==> config.mk <==
export PLATFORM = sky130hd
export DESIGN_NAME = ads_sample_avg_flat
export DESIGN_NICKNAME = d
export VERILOG_FILES = /design/src/rtl/ads_pkg.sv /design/src/rtl/ads_sample_avg_if.sv /design/src/rtl/ads_alarm_hyst.sv /design/src/rtl/ads_sample_avg.sv /design/src/flat_wrapper.sv
export SDC_FILE = /design/constraint.sdc
export NUM_CORES = 1
export LEC_CHECK = 0
export ABC_AREA = 1
export BUFFER_PORTS_ARGS = -buffer_cell sky130_fd_sc_hd__buf_2
export CAP_MARGIN = 25
export CORE_MARGIN = 2
export CORE_UTILIZATION = 55
export DETAILED_ROUTE_END_ITERATION = 8
export GPL_ROUTABILITY_DRIVEN = 0
export PLACE_DENSITY = 0.77
export SLEW_MARGIN = 15
export SYNTH_ARGS = -nofsm -noshare
export SYNTH_HDL_FRONTEND = slang
export SYNTH_SLANG_ARGS = --single-unit
==> constraint.sdc <==
create_clock -name clk -period 2.2 [get_ports clk]
set_clock_uncertainty 0.05 [all_clocks]
set_input_delay 0.22 -clock clk [delete_from_list [all_inputs] [get_ports clk]]
set_output_delay 0.22 -clock clk [all_outputs]
set_load 0.05 [all_outputs]
==> src/rtl/ads_pkg.sv <==
// Shared types and constants for the ADS1118 sample averager.
// Configuration macro: ADS_AVG_ALARM_EN (see ads_sample_avg.sv).
package ads_pkg;

    // Accumulate samples, then spend one cycle presenting the block average.
    typedef enum logic {
        ACC  = 1'b0,
        EMIT = 1'b1
    } ads_state_e;

    // ADS1118 full-scale codes; either one means the input clipped.
    localparam logic [15:0] ADS_POS_FS = 16'h7FFF;
    localparam logic [15:0] ADS_NEG_FS = 16'h8000;

    function automatic logic is_full_scale(input logic [15:0] code);
        return (code == ADS_POS_FS) || (code == ADS_NEG_FS);
    endfunction

endpackage

==> src/rtl/ads_sample_avg_if.sv <==
// Bus between the sample source and ads_sample_avg.
//
// Handshake: sample_vld is a one-cycle qualifier for sample_in with no
// backpressure; the averager accepts every pulse, including back-to-back
// pulses. avg_vld is a one-cycle pulse that qualifies a new avg_out, which
// then holds until the next pulse. clr, thr_hi and thr_lo are level inputs.
interface ads_sample_avg_if;
    import ads_pkg::*;

    logic [15:0] sample_in;
    logic        sample_vld;
    logic        clr;
    logic [15:0] thr_hi;
    logic [15:0] thr_lo;
    logic [15:0] avg_out;
    logic        avg_vld;
    logic        sat_flag;
    logic        alarm;
    logic        stale;
    ads_state_e  state_dbg;

    // Sample source side.
    modport master (
        output sample_in, sample_vld, clr, thr_hi, thr_lo,
        input  avg_out, avg_vld, sat_flag, alarm, stale, state_dbg
    );

    // Averager side.
    modport slave (
        input  sample_in, sample_vld, clr, thr_hi, thr_lo,
        output avg_out, avg_vld, sat_flag, alarm, stale, state_dbg
    );

endinterface

==> src/rtl/ads_alarm_hyst.sv <==
// Hysteresis threshold alarm on the block average. Updates only when a new
// average is presented; a value above thr_hi sets, below thr_lo clears, and
// set wins if thresholds are crossed (thr_lo > thr_hi).
module ads_alarm_hyst (
    input  logic        clk,
    input  logic        rst_n,
    input  logic [15:0] value,
    input  logic        vld,
    input  logic [15:0] thr_hi,
    input  logic [15:0] thr_lo,
    output logic        alarm
);

    logic above_hi;
    logic below_lo;

    assign above_hi = $signed(value) > $signed(thr_hi);
    assign below_lo = $signed(value) < $signed(thr_lo);

    // Set/clear the alarm on each new average, otherwise hold.
    always_ff @(posedge clk or negedge rst_n) begin
        if (!rst_n) begin
            alarm <= 1'b0;
        end else if (vld) begin
            if (above_hi) begin
                alarm <= 1'b1;
            end else if (below_lo) begin
                alarm <= 1'b0;
            end
        end
    end

endmodule

==> src/rtl/ads_sample_avg.sv <==
// Block averager for ADS1118 conversion words: sums 2^AVG_LOG2 signed
// samples, presents floor(sum / 2^AVG_LOG2) for one cycle, flags clipped
// blocks and a stalled sample stream.
// Configuration macro: ADS_AVG_ALARM_EN enables the hysteresis alarm;
// without it alarm is tied low and the thresholds are unused.
module ads_sample_avg
    import ads_pkg::*;
#(
    parameter int          AVG_LOG2 = 3,
    parameter logic [15:0] TIMEOUT  = 16'd2000
) (
    input  logic             clk,
    input  logic             rst_n,
    ads_sample_avg_if.slave  bus
);

    localparam int ACC_W = 16 + AVG_LOG2;
    localparam int CNT_W = (AVG_LOG2 > 0) ? AVG_LOG2 : 1;
    localparam logic [CNT_W-1:0] CNT_LAST = CNT_W'((1 << AVG_LOG2) - 1);

    ads_state_e               state_q;
    ads_state_e               state_d;
    logic signed [ACC_W-1:0]  acc_q;
    logic [CNT_W-1:0]         cnt_q;
    logic                     sat_sticky_q;
    logic [15:0]              avg_q;
    logic                     sat_q;
    logic [15:0]              wd_q;
    logic                     avg_vld_c;

    logic                     sample_take;
    logic                     block_done;
    logic                     sample_sat;
    logic signed [ACC_W-1:0]  sample_ext;
    logic signed [ACC_W-1:0]  acc_sum;
    logic [15:0]              avg_next;

    // clr discards a coincident sample, so it can never complete a block.
    assign sample_take = bus.sample_vld && !bus.clr;
    assign block_done  = sample_take && (cnt_q == CNT_LAST);
    assign sample_sat  = is_full_scale(bus.sample_in);
    assign sample_ext  = ACC_W'($signed(bus.sample_in));
    assign acc_sum     = acc_q + sample_ext;
    // Arithmetic shift gives floor division for negative sums.
    assign avg_next    = 16'(acc_sum >>> AVG_LOG2);

    // FSM state register.
    always_ff @(posedge clk or negedge rst_n) begin
        if (!rst_n) begin
            state_q <= ACC;
        end else begin
            state_q <= state_d;
        end
    end

    // FSM next state: EMIT follows every completed block, even from EMIT.
    always_comb begin
        state_d = ACC;
        case (state_q)
            ACC:     state_d = block_done ? EMIT : ACC;
            EMIT:    state_d = block_done ? EMIT : ACC;
            default: state_d = ACC;
        endcase
    end

    // FSM outputs: the average is announced during the EMIT cycle.
    always_comb begin
        avg_vld_c = 1'b0;
        case (state_q)
            ACC:     avg_vld_c = 1'b0;
            EMIT:    avg_vld_c = 1'b1;
            default: avg_vld_c = 1'b0;
        endcase
    end

    // Accumulator, sample count and per-block clip flag; restart on completion.
    always_ff @(posedge clk or negedge rst_n) begin
        if (!rst_n) begin
            acc_q        <= '0;
            cnt_q        <= '0;
            sat_sticky_q <= 1'b0;
        end else if (bus.clr || block_done) begin
            acc_q        <= '0;
            cnt_q        <= '0;
            sat_sticky_q <= 1'b0;
        end else if (bus.sample_vld) begin
            acc_q        <= acc_sum;
            cnt_q        <= cnt_q + 1'b1;
            sat_sticky_q <= sat_sticky_q || sample_sat;
        end
    end

    // Capture the block result so it is visible in the EMIT cycle and held after.
    always_ff @(posedge clk or negedge rst_n) begin
        if (!rst_n) begin
            avg_q <= 16'h0000;
            sat_q <= 1'b0;
        end else if (block_done) begin
            avg_q <= avg_next;
            sat_q <= sat_sticky_q || sample_sat;
        end
    end

    // Watchdog: cycles since the last sample, saturating at TIMEOUT.
    always_ff @(posedge clk or negedge rst_n) begin
        if (!rst_n) begin
            wd_q <= 16'd0;
        end else if (bus.sample_vld) begin
            wd_q <= 16'd0;
        end else if (wd_q != TIMEOUT) begin
            wd_q <= wd_q + 16'd1;
        end
    end

`ifdef ADS_AVG_ALARM_EN
    // Alarm is evaluated on the same edge that loads the new average.
    ads_alarm_hyst u_alarm (
        .clk    (clk),
        .rst_n  (rst_n),
        .value  (avg_next),
        .vld    (block_done),
        .thr_hi (bus.thr_hi),
        .thr_lo (bus.thr_lo),
        .alarm  (bus.alarm)
    );
`else
    logic unused_thr;
    assign unused_thr = ^{bus.thr_hi, bus.thr_lo};
    assign bus.alarm  = 1'b0;
`endif

    assign bus.avg_out   = avg_q;
    assign bus.avg_vld   = avg_vld_c;
    assign bus.sat_flag  = sat_q;
    assign bus.stale     = (wd_q == TIMEOUT);
    assign bus.state_dbg = state_q;

endmodule

==> src/flat_wrapper.sv <==
// flat-port wrapper written by rule: the top's interface ports become plain ports
module ads_sample_avg_flat import ads_pkg::*;
#(
    parameter int          AVG_LOG2 = 3,
    parameter logic [15:0] TIMEOUT  = 16'd2000
)
  (clk, rst_n, bus_sample_in, bus_sample_vld, bus_clr, bus_thr_hi, bus_thr_lo, bus_avg_out, bus_avg_vld, bus_sat_flag, bus_alarm, bus_stale, bus_state_dbg);
  ads_sample_avg_if bus_i ();
  input  logic clk;
  input  logic rst_n;
  input wire logic [$bits(bus_i.sample_in)-1:0] bus_sample_in;
  input wire logic [$bits(bus_i.sample_vld)-1:0] bus_sample_vld;
  input wire logic [$bits(bus_i.clr)-1:0] bus_clr;
  input wire logic [$bits(bus_i.thr_hi)-1:0] bus_thr_hi;
  input wire logic [$bits(bus_i.thr_lo)-1:0] bus_thr_lo;
  output wire logic [$bits(bus_i.avg_out)-1:0] bus_avg_out;
  output wire logic [$bits(bus_i.avg_vld)-1:0] bus_avg_vld;
  output wire logic [$bits(bus_i.sat_flag)-1:0] bus_sat_flag;
  output wire logic [$bits(bus_i.alarm)-1:0] bus_alarm;
  output wire logic [$bits(bus_i.stale)-1:0] bus_stale;
  output wire logic [$bits(bus_i.state_dbg)-1:0] bus_state_dbg;
  assign bus_i.sample_in = bus_sample_in;
  assign bus_i.sample_vld = bus_sample_vld;
  assign bus_i.clr = bus_clr;
  assign bus_i.thr_hi = bus_thr_hi;
  assign bus_i.thr_lo = bus_thr_lo;
  assign bus_avg_out = bus_i.avg_out;
  assign bus_avg_vld = bus_i.avg_vld;
  assign bus_sat_flag = bus_i.sat_flag;
  assign bus_alarm = bus_i.alarm;
  assign bus_stale = bus_i.stale;
  assign bus_state_dbg = bus_i.state_dbg;
  ads_sample_avg #(.AVG_LOG2(AVG_LOG2), .TIMEOUT(TIMEOUT)) u_core (.clk(clk), .rst_n(rst_n), .bus(bus_i));
endmodule
==> qor.csv <==
stage;metric;value;unit
sta;final worst-path cycle share;0.9496;
yosys;cell taking the most area after synthesis;dfrtp_1;
cts;root buffer cell;clkbuf_8;
sta;RSZ-0062 raised after global routing;false;
finish;Antenna Cells;0;
cts;H-Tree Depth;3;
run_status;status;finished, final reports clean;
sta;crit path time final;2.089;ns
yosys;most instantiated cells after synthesis;152 x nand2_1, 57 x dfrtp_1, 46 x inv_1;
sta;max-slew violation count;0;
yosys;Distinct cells, synth;33;
drt;Top Metal Used;met4;
critical_path;R2R Setup Slk;0.11;ns
global_route;initial antenna violation count;0;
floorplanning;Die ar.;7050;sq um
drt;DR vias;3237;
global_route;largest net degree at the start of global routing;37;
yosys;register area share after synthesis;0.4055;
sta;Final Hold Fails;0;
drt;# DRC;0;
global_route;first-pass GRT wire length;14080;microns
cts;number of clock sinks;57;
drt;M1 WL;3866;microns
place;DP Area;3809;sq um
flow_run;Max-cap violations;0;
cts;maximum buffer depth of the clock tree;2;
yosys;Mapped Avg Cell Area;7.483;sq um
cts;number of setup buffers added after CTS;0;
critical_path;CP endpoint kind;flip-flop;
critical_path;Worst Path Arrival;2.26;ns
floorplanning;Starting Density;0.5603;
floorplanning;core box area;6277;sq um
sta;relative slew slack;0.6552;
drt;Final ANT Viol Nets;0;
critical_path;CP Data Required Time;2.37;ns
cts;TritonCTS buffer count;9;
drt;WL per Instance;13.42;microns
finish;nets;591;
yosys;Seq cells post-synth;57;
critical_path;startpoint types;flip-flop;
yosys;EDFF count, synth;0;
place;Post-DP HPWL;6070;microns
drt;DRT iter0 DRCs;157;
yosys;Syn Inst Count;470;
sta;Worst Tran Pin Value;0.5173;ns
critical_path;crit-path cells;ha_1 > fa_1 > nand3_1 > nand3_1 > nand2_1 > nand2_1 > nor2_1 > nand3b_1 > nand2_1;
global_route;GRT Overall Usage;0.2484;
yosys;Yosys Warn Count;0;
critical_path;Crit path top cell by count;nand2_1;
sta;Final setup viols;0;
drt;Vias/cell;5.422;
yosys;Net Count, Synth;545;
critical_path;slowest stage delay, CP;0.47;ns
critical_path;slowest cell on the critical path;fa_1;
yosys;Primary FF master, synth;dfrtp_1;
power_and_ir_drop;Max VDD drop;0.3601;mV
floorplanning;Die X;83.97;microns
sta;Setup TNS Final;0;ns
yosys;share of flip-flops with an asynchronous set or reset;1.000;
critical_path;Crit path buffers/inverters;0;
yosys;top cells by area, synth;dfrtp_1 41%, nand2_1 16%, ha_1 7.8%, nand3_1 5.7%, inv_1 4.9%;
finish;area delta synth->final;14.12;%
cts;CTS tree;built;
floorplanning;I/O pins;73;
drt;DRT Pass-1 Iters;4;
place;port bufs;39;
critical_path;delay-heaviest family, CP;simple AND/OR/NAND/NOR gates;
finish;fraction of layout cells with a size suffix above 1;0.1231;
cts;CTS-repair resized insts;0;
min_path;Hold WC Path Type;primary input to flip-flop;
yosys;top-count cell post-synth;nand2_1;
power_and_ir_drop;PwrDens;693.6;nW/um^2
global_route;vias in the first global route;3121;
floorplanning;row count;29;
sta;hold slack final;0.09109;ns
finish;Finished Cell Area;4014;sq um
critical_path;crit-path max FO;4;
yosys;Synth top area share;0.4055;
sta;Fmax;478.7;MHz
global_route;grt total ovfl;0;
cts;Worst-path clk slew;0.06;ns
power_and_ir_drop;Leakage;2.191;nW
cts;Skew-Pair Late Insertion Delay;0.34;ns
yosys;Synth Cell Area;3517;sq um
drt;met2 wire length;3585;microns
floorplanning;Die Height;83.97;microns
drt;DRT Wirelength;8013;microns
critical_path;worst setup path class;flip-flop to flip-flop;
drt;routed wl met3;385;microns
==> state kept, by name (all words and copies together), names as in the netlist <==
register and cells:
u_core.acc_q 19, u_core.bus.avg_out 16, u_core.wd_q 16, u_core.cnt_q 3, u_core.bus.sat_flag 1, u_core.bus.state_dbg 1, u_core.sat_sticky_q 1
==> through the flow <==
stage               power [mW]    util  setup WS (ns)  std cells
floorplan                1.619       -         0.4164        470
global placement         1.777  0.6067         0.1856        581
detailed placement       1.799  0.6067         0.1642        581
CTS                      2.794  0.6394         0.1434        597
global route             2.946  0.6394        0.01113        597
finish                   2.784  0.6394         0.1110        597
==> layout make-up <==
| cell class | count | area, sq um |
|---|---|---|
| clock inverters | 3 | 40.04 |
| multi-input cells | 356 | 1853 |
| inverters | 48 | 182.7 |
| flip-flops and latches | 57 | 1426 |
| well taps | 77 | 96.34 |
| clock buffers | 12 | 155.1 |
| fillers | 565 | 2263 |
| repair buffers | 44 | 260.3 |
==> cells in the final DEF, fill, tap and decap left out, drive strengths merged <==
master       Yosys  layout
nand3           41      41
o31ai            3       3
nand2          152     152
nand3b          11      11
fa               1       1
nor4             4       4
bufinv           0       1
ha              22      22
xor2             2       2
xnor2            5       5
o21ai           24      24
a31oi            1       1
inv             48      48
a22o             4       4
a22oi            1       1
clkbuf           3      12
dfrtp           57      57
nand4            6       6
a21oi           26      26
conb             1       1
nor3             7       7
clkinv           0       2
nor2            41      41
dlygate4sd3      0       1
o21bai           1       1
buf              6      43
and2             2       2
o211ai           1       1
==> path summary, 6_finish.rpt <==
check | start | to | cells past startpoint
max in group asynchronous | rst_n | u_core.bus.avg_out[12] | 3
setup / recovery | u_core.acc_q[0] | u_core.bus.avg_out[5] | 9
setup reg to reg | u_core.acc_q[0] | u_core.bus.avg_out[5] | 9
hold reg to reg | u_core.bus.avg_out[15] | u_core.bus.avg_out[15] | 2
min in group asynchronous | rst_n | u_core.bus.avg_out[2] | 2
hold / removal | bus_sample_vld | u_core.wd_q[5] | 2
==> layer usage <==
layer  vias up  global-route usage
met1      1508              0.3380
met2        75              0.3956
met4         0             0.07918
li1       1635                   -
met3        19             0.05638
met5         -                   0
==> cells by family (layout without fill, tap and decap cells) <==
| logic type | count (synthesis) | after routing | synth area share |
|---|---|---|---|
| fa+ha+maj | 23 | 23 | 0.08395 |
| flops | 57 | 57 | 0.4056 |
| other cells | 1 | 1 | 0.001066 |
| buf+inv | 57 | 107 | 0.06759 |
| xor+xnor | 7 | 7 | 0.01743 |
| compound gates | 61 | 61 | 0.09569 |
| simple gates | 264 | 264 | 0.3287 |
==> where the power goes <==
part	total (mW)	switching (mW)	internal, mW
combinational	0.650	0.419	0.232
sequential	1.14	0.0391	1.10
clock	0.990	0.416	0.575
total	2.78	0.873	1.91
==> what timing repair did <==
action,4_1_cts,5_1_grt
hold buffers,1,0
hold endpoints to repair,21,0
setup endpoints to repair,0,0
(Power assumes the default switching activity.)
